## src/rtl/exec_monitor.sv

```systemverilog
// exec_monitor: watches a processor's PC stream, counts activity and latches a sticky halt
// on HALT_PC, stall loops or (with EXEC_MON_JDETECT_EN defined) a decoded jump-to-self.
module exec_monitor #(
    parameter logic [31:0] HALT_PC     = 32'h0000_003C,
    parameter int unsigned LOOP_THRESH = 4
) (
    input  logic        clk,
    input  logic        reset,
    input  logic [31:0] pc,
    input  logic [31:0] instruction,
    input  logic        reg_write,
    input  logic        mem_write,
    input  logic        clear,
    output logic        halted,
    output logic [1:0]  halt_reason,
    output logic [31:0] halt_pc,
    output logic [31:0] cycle_count,
    output logic [15:0] regwr_count,
    output logic [15:0] memwr_count
);

    typedef enum logic [1:0] {
        S_IDLE    = 2'b00,
        S_RUN     = 2'b01,
        S_SUSPECT = 2'b10,
        S_HALTED  = 2'b11
    } state_e;

    typedef enum logic [1:0] {
        R_NONE      = 2'b00,
        R_HALT_PC   = 2'b01,
        R_JUMP_SELF = 2'b10,
        R_STALL     = 2'b11
    } reason_e;

    localparam logic [7:0] REPEAT_LIMIT = 8'(LOOP_THRESH - 1);

    state_e      state_q, state_d;
    reason_e     reason_q, reason_d;
    logic [31:0] prev_pc_q, prev_pc_d;
    logic [7:0]  repeat_q, repeat_d;
    logic [31:0] cycle_q, cycle_d;
    logic [15:0] regwr_q, regwr_d;
    logic [15:0] memwr_q, memwr_d;
    logic        halted_q, halted_d;
    logic [31:0] halt_pc_q, halt_pc_d;

    logic        jump_self;
    logic        pc_same;
    logic [7:0]  repeat_next;

`ifdef EXEC_MON_JDETECT_EN
    // J-type opcode whose absolute target equals the fetching PC
    assign jump_self = (instruction[31:26] == 6'b000010) &&
                       ({pc[31:28], instruction[25:0], 2'b00} == pc);
`else
    logic unused_instruction;
    assign unused_instruction = ^instruction;
    assign jump_self          = 1'b0;
`endif

    always_comb begin
        state_d     = state_q;
        reason_d    = reason_q;
        prev_pc_d   = prev_pc_q;
        repeat_d    = repeat_q;
        cycle_d     = cycle_q;
        regwr_d     = regwr_q;
        memwr_d     = memwr_q;
        halted_d    = halted_q;
        halt_pc_d   = halt_pc_q;
        pc_same     = (pc == prev_pc_q);
        repeat_next = (state_q == S_RUN) ? 8'd1 : repeat_q + 8'd1;

        if (clear) begin
            state_d   = S_IDLE;
            reason_d  = R_NONE;
            prev_pc_d = '0;
            repeat_d  = '0;
            cycle_d   = '0;
            regwr_d   = '0;
            memwr_d   = '0;
            halted_d  = 1'b0;
            halt_pc_d = '0;
        end else begin
            case (state_q)
                S_IDLE: begin
                    prev_pc_d = pc;
                    state_d   = S_RUN;
                end
                S_RUN, S_SUSPECT: begin
                    cycle_d   = (cycle_q == '1) ? cycle_q : cycle_q + 32'd1;
                    if (reg_write && regwr_q != '1) regwr_d = regwr_q + 16'd1;
                    if (mem_write && memwr_q != '1) memwr_d = memwr_q + 16'd1;
                    prev_pc_d = pc;

                    // The halting edge is still counted; priority HALT_PC > jump-to-self > stall
                    if (pc == HALT_PC) begin
                        state_d   = S_HALTED;
                        reason_d  = R_HALT_PC;
                        halted_d  = 1'b1;
                        halt_pc_d = pc;
                    end else if (jump_self) begin
                        state_d   = S_HALTED;
                        reason_d  = R_JUMP_SELF;
                        halted_d  = 1'b1;
                        halt_pc_d = pc;
                    end else if (pc_same && repeat_next >= REPEAT_LIMIT) begin
                        state_d   = S_HALTED;
                        reason_d  = R_STALL;
                        halted_d  = 1'b1;
                        halt_pc_d = pc;
                        repeat_d  = repeat_next;
                    end else if (pc_same) begin
                        state_d  = S_SUSPECT;
                        repeat_d = repeat_next;
                    end else begin
                        state_d  = S_RUN;
                        repeat_d = '0;
                    end
                end
                S_HALTED: begin
                    state_d = S_HALTED;
                end
                default: begin
                    state_d = S_IDLE;
                end
            endcase
        end
    end

    always_ff @(posedge clk or negedge reset) begin
        if (!reset) begin
            state_q   <= S_IDLE;
            reason_q  <= R_NONE;
            prev_pc_q <= '0;
            repeat_q  <= '0;
            cycle_q   <= '0;
            regwr_q   <= '0;
            memwr_q   <= '0;
            halted_q  <= 1'b0;
            halt_pc_q <= '0;
        end else begin
            state_q   <= state_d;
            reason_q  <= reason_d;
            prev_pc_q <= prev_pc_d;
            repeat_q  <= repeat_d;
            cycle_q   <= cycle_d;
            regwr_q   <= regwr_d;
            memwr_q   <= memwr_d;
            halted_q  <= halted_d;
            halt_pc_q <= halt_pc_d;
        end
    end

    assign halted      = halted_q;
    assign halt_reason = reason_q;
    assign halt_pc     = halt_pc_q;
    assign cycle_count = cycle_q;
    assign regwr_count = regwr_q;
    assign memwr_count = memwr_q;

endmodule

```

## config.mk

```make
export PLATFORM = sky130hd
export DESIGN_NAME = exec_monitor
export DESIGN_NICKNAME = d
export VERILOG_FILES = /design/src/rtl/exec_monitor.sv
export SDC_FILE = /design/constraint.sdc
export NUM_CORES = 1
export LEC_CHECK = 0
export CAP_MARGIN = 30
export CORE_MARGIN = 3
export CORE_UTILIZATION = 50
export DETAILED_ROUTE_END_ITERATION = 8
export HOLD_SLACK_MARGIN = 0.03
export PLACE_DENSITY = 0.87
export SYNTH_ARGS = -nofsm -noshare
export SYNTH_HDL_FRONTEND = slang
export SYNTH_SLANG_ARGS = --single-unit
```

## constraint.sdc

```tcl
create_clock -name clk -period 3.2 [get_ports clk]
set_input_delay 0.48 -clock clk [delete_from_list [all_inputs] [get_ports clk]]
set_output_delay 0.48 -clock clk [all_outputs]
set_load 0.005 [all_outputs]
```

**After elaboration in Yosys (flattened, before gate mapping)**

Cells that the tools add are included.

- Bitwise gates (word level): 0
- Reduce and logical (&&, ||, !) cells: 16
- Add/sub/neg operators: 4
- $mul: 0
- Equality and inequality tests: 10
- Multiplexer cells: 34
- Divide/modulo/power cells: 0
- $lt $le $gt $ge: 1
- Shift operators: 0

Operators by type and width:

| operator | count |
|---|---|
| 32-bit 2-to-1 mux | 9 |
| 16-bit 2-to-1 mux | 6 |
| 8-bit 2-to-1 mux | 6 |
| 16-bit by 1-bit adder with 16-bit output, second input constant | 2 |
| 32-bit by 1-bit adder with 32-bit output, second input constant | 1 |
| 32-bit equality test | 1 |
| 32-bit equality test, second input constant | 1 |
| 32-bit by 6-bit equality test with 1-bit output, second input constant | 1 |
| 16-bit != test, second input constant | 2 |
| 2-bit 2-to-1 mux | 8 |
| 2-bit AND reduction | 5 |
| 8-bit by 1-bit adder with 8-bit output, second input constant | 1 |
| 8-bit by 2-bit greater-or-equal comparator with 1-bit output, second input constant | 1 |
| 2-bit nonzero test | 4 |
| 2-bit case mux with 3 select lines | 1 |
| 2-bit equality test, second input constant | 2 |
| 1-bit 2-to-1 mux | 4 |
| 2-bit != test, second input constant | 2 |
| 1-bit logical AND | 3 |
| 3-bit nonzero test | 1 |
| 3-bit OR reduction | 1 |
| 2-bit by 1-bit equality test with 1-bit output, second input constant | 1 |
| 2-bit logical NOT | 1 |
| 2-bit OR reduction | 1 |

- Memories kept: 0
- Input bits: 69
- Bits in registers: 141
- Output and inout bits: 99
- RAM bits: 0
- Latch bits: 0
- Logic and storage cells: 74
- ROM bits: 0

**Depth between registers and ports, before layout**

- Depth after elaboration: 8
- Depth in mapped cells: 9
- Mapped depth without buffers: 8

**Worst setup path after synthesis**

OpenSTA, ideal clock, no wires.

- Kind: reg-to-reg
- From: register repeat_q[0]
- To: register halt_pc_q[11], in the netlist halt_pc[11]
- Cell stages (with the launch flop): 10
- Slack: 1019 ps
- Required time: 3136 ps
- Library setup time: 64 ps
- Arrival time: 2117 ps
- Path buffers: 1
- Clock period less this slack: 2181 ps
- Cell sequence: dfrtp_1 > ha_1 > and3_2 > nand2_1 > xor2_1 > and4_4 > nor3_4 > o31ai_4 > buf_6 > a22o_2

- Cells in the longest elaborated chain, start to end: 6

RTL lines:

| item | line | text |
|---|---|---|
| start: declaration | 41 | `logic [7:0] repeat_q, repeat_d;` |
| start signal: assignment | 147 | `repeat_q <= repeat_d;` |
| 8-bit by 1-bit adder with 8-bit output | 73 | `repeat_next = (state_q == S_RUN) ? 8'd1 : repeat_q + 8'd1;` |
| 8-bit 2-to-1 mux | 73 |  |
| 8-bit by 2-bit greater-or-equal comparator with 1-bit output | 108 | `end else if (pc_same && repeat_next >= REPEAT_LIMIT) begin` |
| 1-bit logical AND | 108 |  |
| 3-bit nonzero test (no line) | - |  |
| 2-bit AND reduction (no line) | - |  |
| end signal: assignment | 152 | `halt_pc_q <= halt_pc_d;` |
| end: declaration | 46 | `logic [31:0] halt_pc_q, halt_pc_d;` |

No other way between the ends.
A chain may end at the register's enable or synchronous reset.

**Worst setup path after layout**

- From: input port pc[26]
- To: register repeat_q[6]

- Cells in the longest elaborated chain, start to end: 6
- Elaborated cells on any way between the ends: 10
- Those cells by class: eq/ne (3); mux (5); reduce/logical (2)

RTL lines:

| item | line | text |
|---|---|---|
| start: declaration | 9 | `input logic [31:0] pc,` |
| 32-bit equality test | 72 | `pc_same = (pc == prev_pc_q);` |
| 8-bit 2-to-1 mux or 1-bit logical AND (tied branches) | 114, 108 |  |
| 8-bit 2-to-1 mux | 108 |  |
| 8-bit 2-to-1 mux | 98 | `if (pc == HALT_PC) begin` |
| 8-bit 2-to-1 mux | 86 | `case (state_q)` |
| 8-bit 2-to-1 mux | 75 | `if (clear) begin` |

Parallel ways exist; a longest one is shown, timed or not. The select of a mux whose other input is x is not followed.

==> results.cfg <==
[synth]
ys_ff_latch = 140
synth_cell_types = 55
synth_fp_nets = 736
async_reset_ff_frac = 1.00
post_synth.cell_area_avg_sq_um = 10.6
dominantRegCellSynth = dfrtp_1
yosysWarningCount = 0
syn-cell-area_sq_um = 6950
synth-seq-area-share = 0.504
synth_edf_count = 0
syn_inst = 659

[cts]
htreeDepth = 4
cts_root_buffer = clkbuf_16
postCtsResizedCells = 0
clkSlewWorstSetupHoldPaths_ps = 60
clock_latency_ps = 420
cts_num_sinks = 140
postCtsSetupBuffers = 0
ctsHoldBuffers = 0
cts_tree = done
clk_path_buf_depth = 2
cts_made_buffers = 17

[placed_design]
dp_hpwl_mm = 12.1
gp_congestion = 0.892
numPortBuffers = 135
place_ws_ps = 322

[global_routing]
grt_max_degree = 77
grt_usage = 0.239
grt_overflow = 0
grt_pass1_vias = 5768
antenna_found_initial = 0
grt_pass1_wl_mm = 28.8

[drt]
first_iter_violations = 394
antenna_left = 0
viasPerCell = 5.66
via_count = 5600
drt_wl_total_mm = 17.9
drcViolationCount = 0
wl_per_cell_um = 18.1
drt_pass1_iterations = 5

[power_and_ir_drop]
power_density_nw_per_um2 = 470
leakagePower_nw = 3.77
power_mw = 4.30
irDropWorstVdd_mv = 0.345

[floorplan]
fp.coreArea_sq_um = 13400
fp.dieW_um = 124
rows = 42
ios = 168
dieArea_sq_um = 15400
die_h_um = 124
start_util = 0.519

[critical_path]
worstPathMaxFanout = 7
critPathArrivalTime_ps = 2980
reg2reg_from = state_q[0]$_DFF_PN0_
cp_slowest_cell = clkdlybuf4s50_1
cp.depth = 9
critPathTopFamily = simple AND/OR/NAND/NOR gates
end_kind = flop
r2r_cells = 8
r2r_slack_ps = 600
slowest_delay_ps = 510
crit_path_end = repeat_q[6]$_DFFE_PN0P_
startpoint = pc[26]
cp_cell_sequence = clkdlybuf4s50_1 -> nor4_1 -> nand4_1 -> nor3_2 -> buf_4 -> nor2b_1 -> nor2_1 -> a21oi_1 -> mux2i_1
crit_type = input port to flop
critPathRequiredTime_ps = 3540
cp_num_buf_inv = 2
cp-start-kind = input port
r2r_end = regwr_count[13]$_DFFE_PN0P_

[timing]
period_share = 0.826
timing.final.ws_setup_ps = 557
clock.fmax_mhz = 378
rsz0062_at_grt = no
tightest_slew_ps = 1010
clock-skew-final_ps = 6.38
holdWs_ps = 83.5
finalSetupViolations = 0
hold_violations = 0
max_slew_margin = 0.325
fin_tns_setup_ps = 0
finalMaxSlewViolations = 0
min_period_ps = 2640

[cells_and_area]
final_util = 0.684
drive_above_1_share = 0.118
antenna_cells = 0
fin_nets = 877
area_growth_pct = 31.7
fill_cells = 937

[flow_run]
max_cap_violations = 0

[outcome]
status = complete, no violations

[hold_path]
hold_path.class = input port to asynchronous set/reset pin
==> sequential cells by signal, summed over array words and instances, names as in the netlist <==
name         count
cycle_count     32
halt_pc         32
prev_pc_q       32
memwr_count     16
regwr_count     16
repeat_q         8
halt_reason      2
state_q          2
==> worst min-delay path by stage <==
stage	from	endpoint	slack, ps	cells after the start
final	reset	cycle_count[8]$_DFFE_PN0P_	80	1
after global routing	reset	cycle_count[6]$_DFFE_PN0P_	120	1
after CTS	reset	cycle_count[6]$_DFFE_PN0P_	110	1
after detailed placement	repeat_q[7]$_DFFE_PN0P_	repeat_q[7]$_DFFE_PN0P_	490	1
after global placement	repeat_q[7]$_DFFE_PN0P_	repeat_q[7]$_DFFE_PN0P_	480	1
after floorplan	reset	cycle_count[0]$_DFFE_PN0P_	180	0
==> power by group <==
| group | switching [mW] | leakage [nW] | internal (mW) |
|---|---|---|---|
| Clock | 0.739 | 0.313 | 1.45 |
| Combinational | 0.168 | 1.54 | 0.124 |
| Sequential | 0.0273 | 1.92 | 1.80 |
==> cells by family (layout without fill, tap and decap cells) <==
kind of cell	Yosys count	in the layout	synth area share
and+or+nand+nor	273	273	0.202
DFF	140	140	0.504
xor gates and xnor gates	88	88	0.111
AOI/OAI and AO/OA	69	69	0.0817
buffers and inverters	41	195	0.0302
muxes	40	40	0.0576
adders and majority gates	8	8	0.0144
==> cell type report <==
| class | instances | area, sq um | area share |
|---|---|---|---|
| flip-flops and latches | 140 | 3500 | 0.382 |
| multi-input cells | 478 | 3240 | 0.354 |
| repair buffers | 148 | 1480 | 0.161 |
| clock buffers | 22 | 474 | 0.0518 |
| well taps | 176 | 220 | 0.0240 |
| clock inverters | 10 | 186 | 0.0203 |
| inverters | 15 | 56.3 | 0.00615 |
==> synth_stat cells, types with 11 or more instances <==
cell	n	area, sq um
dfrtp_1	140	3500
inv_1	15	56.3
nor4_1	11	68.8
clkbuf_1	15	56.3
xnor2_1	48	420
nor2_1	108	405
mux2i_1	40	400
a21oi_1	15	75.1
xor2_1	40	350
nand2_1	40	150
nand4_1	28	175
a22o_2	28	280
nand3_1	28	140
==> routing by layer <==
layer	GRT usage	routed length (um)
met5	0	0
met4	0.0862	378
met3	0.0668	1270
met2	0.399	8930
met1	0.298	7340
==> metrics by stage <==
step | instance area (sq um) | std cells
after floorplan | 6950 | 659
final | 9160 | 989
after global placement | 8490 | 956
after CTS | 9160 | 989
after global routing | 9160 | 989
after detailed placement | 8500 | 957
==> placed cells by master (no fill, tap or decap), drive strengths merged, types with 2 or more instances in the layout <==
cell           count
nand3b             2
xnor2             48
clkinv             2
nand2             40
a31oi              2
buf               15
and2               5
a22o              29
nor2b              3
clkinvlp           3
or3                6
nor3              13
or4                2
inv               15
xor2              40
nor2             108
nand4             29
and3               7
ha                 8
bufinv             5
mux2i             40
a211oi             4
clkdlybuf4s50    133
nor4b              2
nand3             28
o221a              4
o21ai              8
dfrtp            140
and4               8
nor4              14
or2                3
clkbuf            22
a21oi             15
o21a               3
Note: power is estimated with default switching activity, not from simulation.
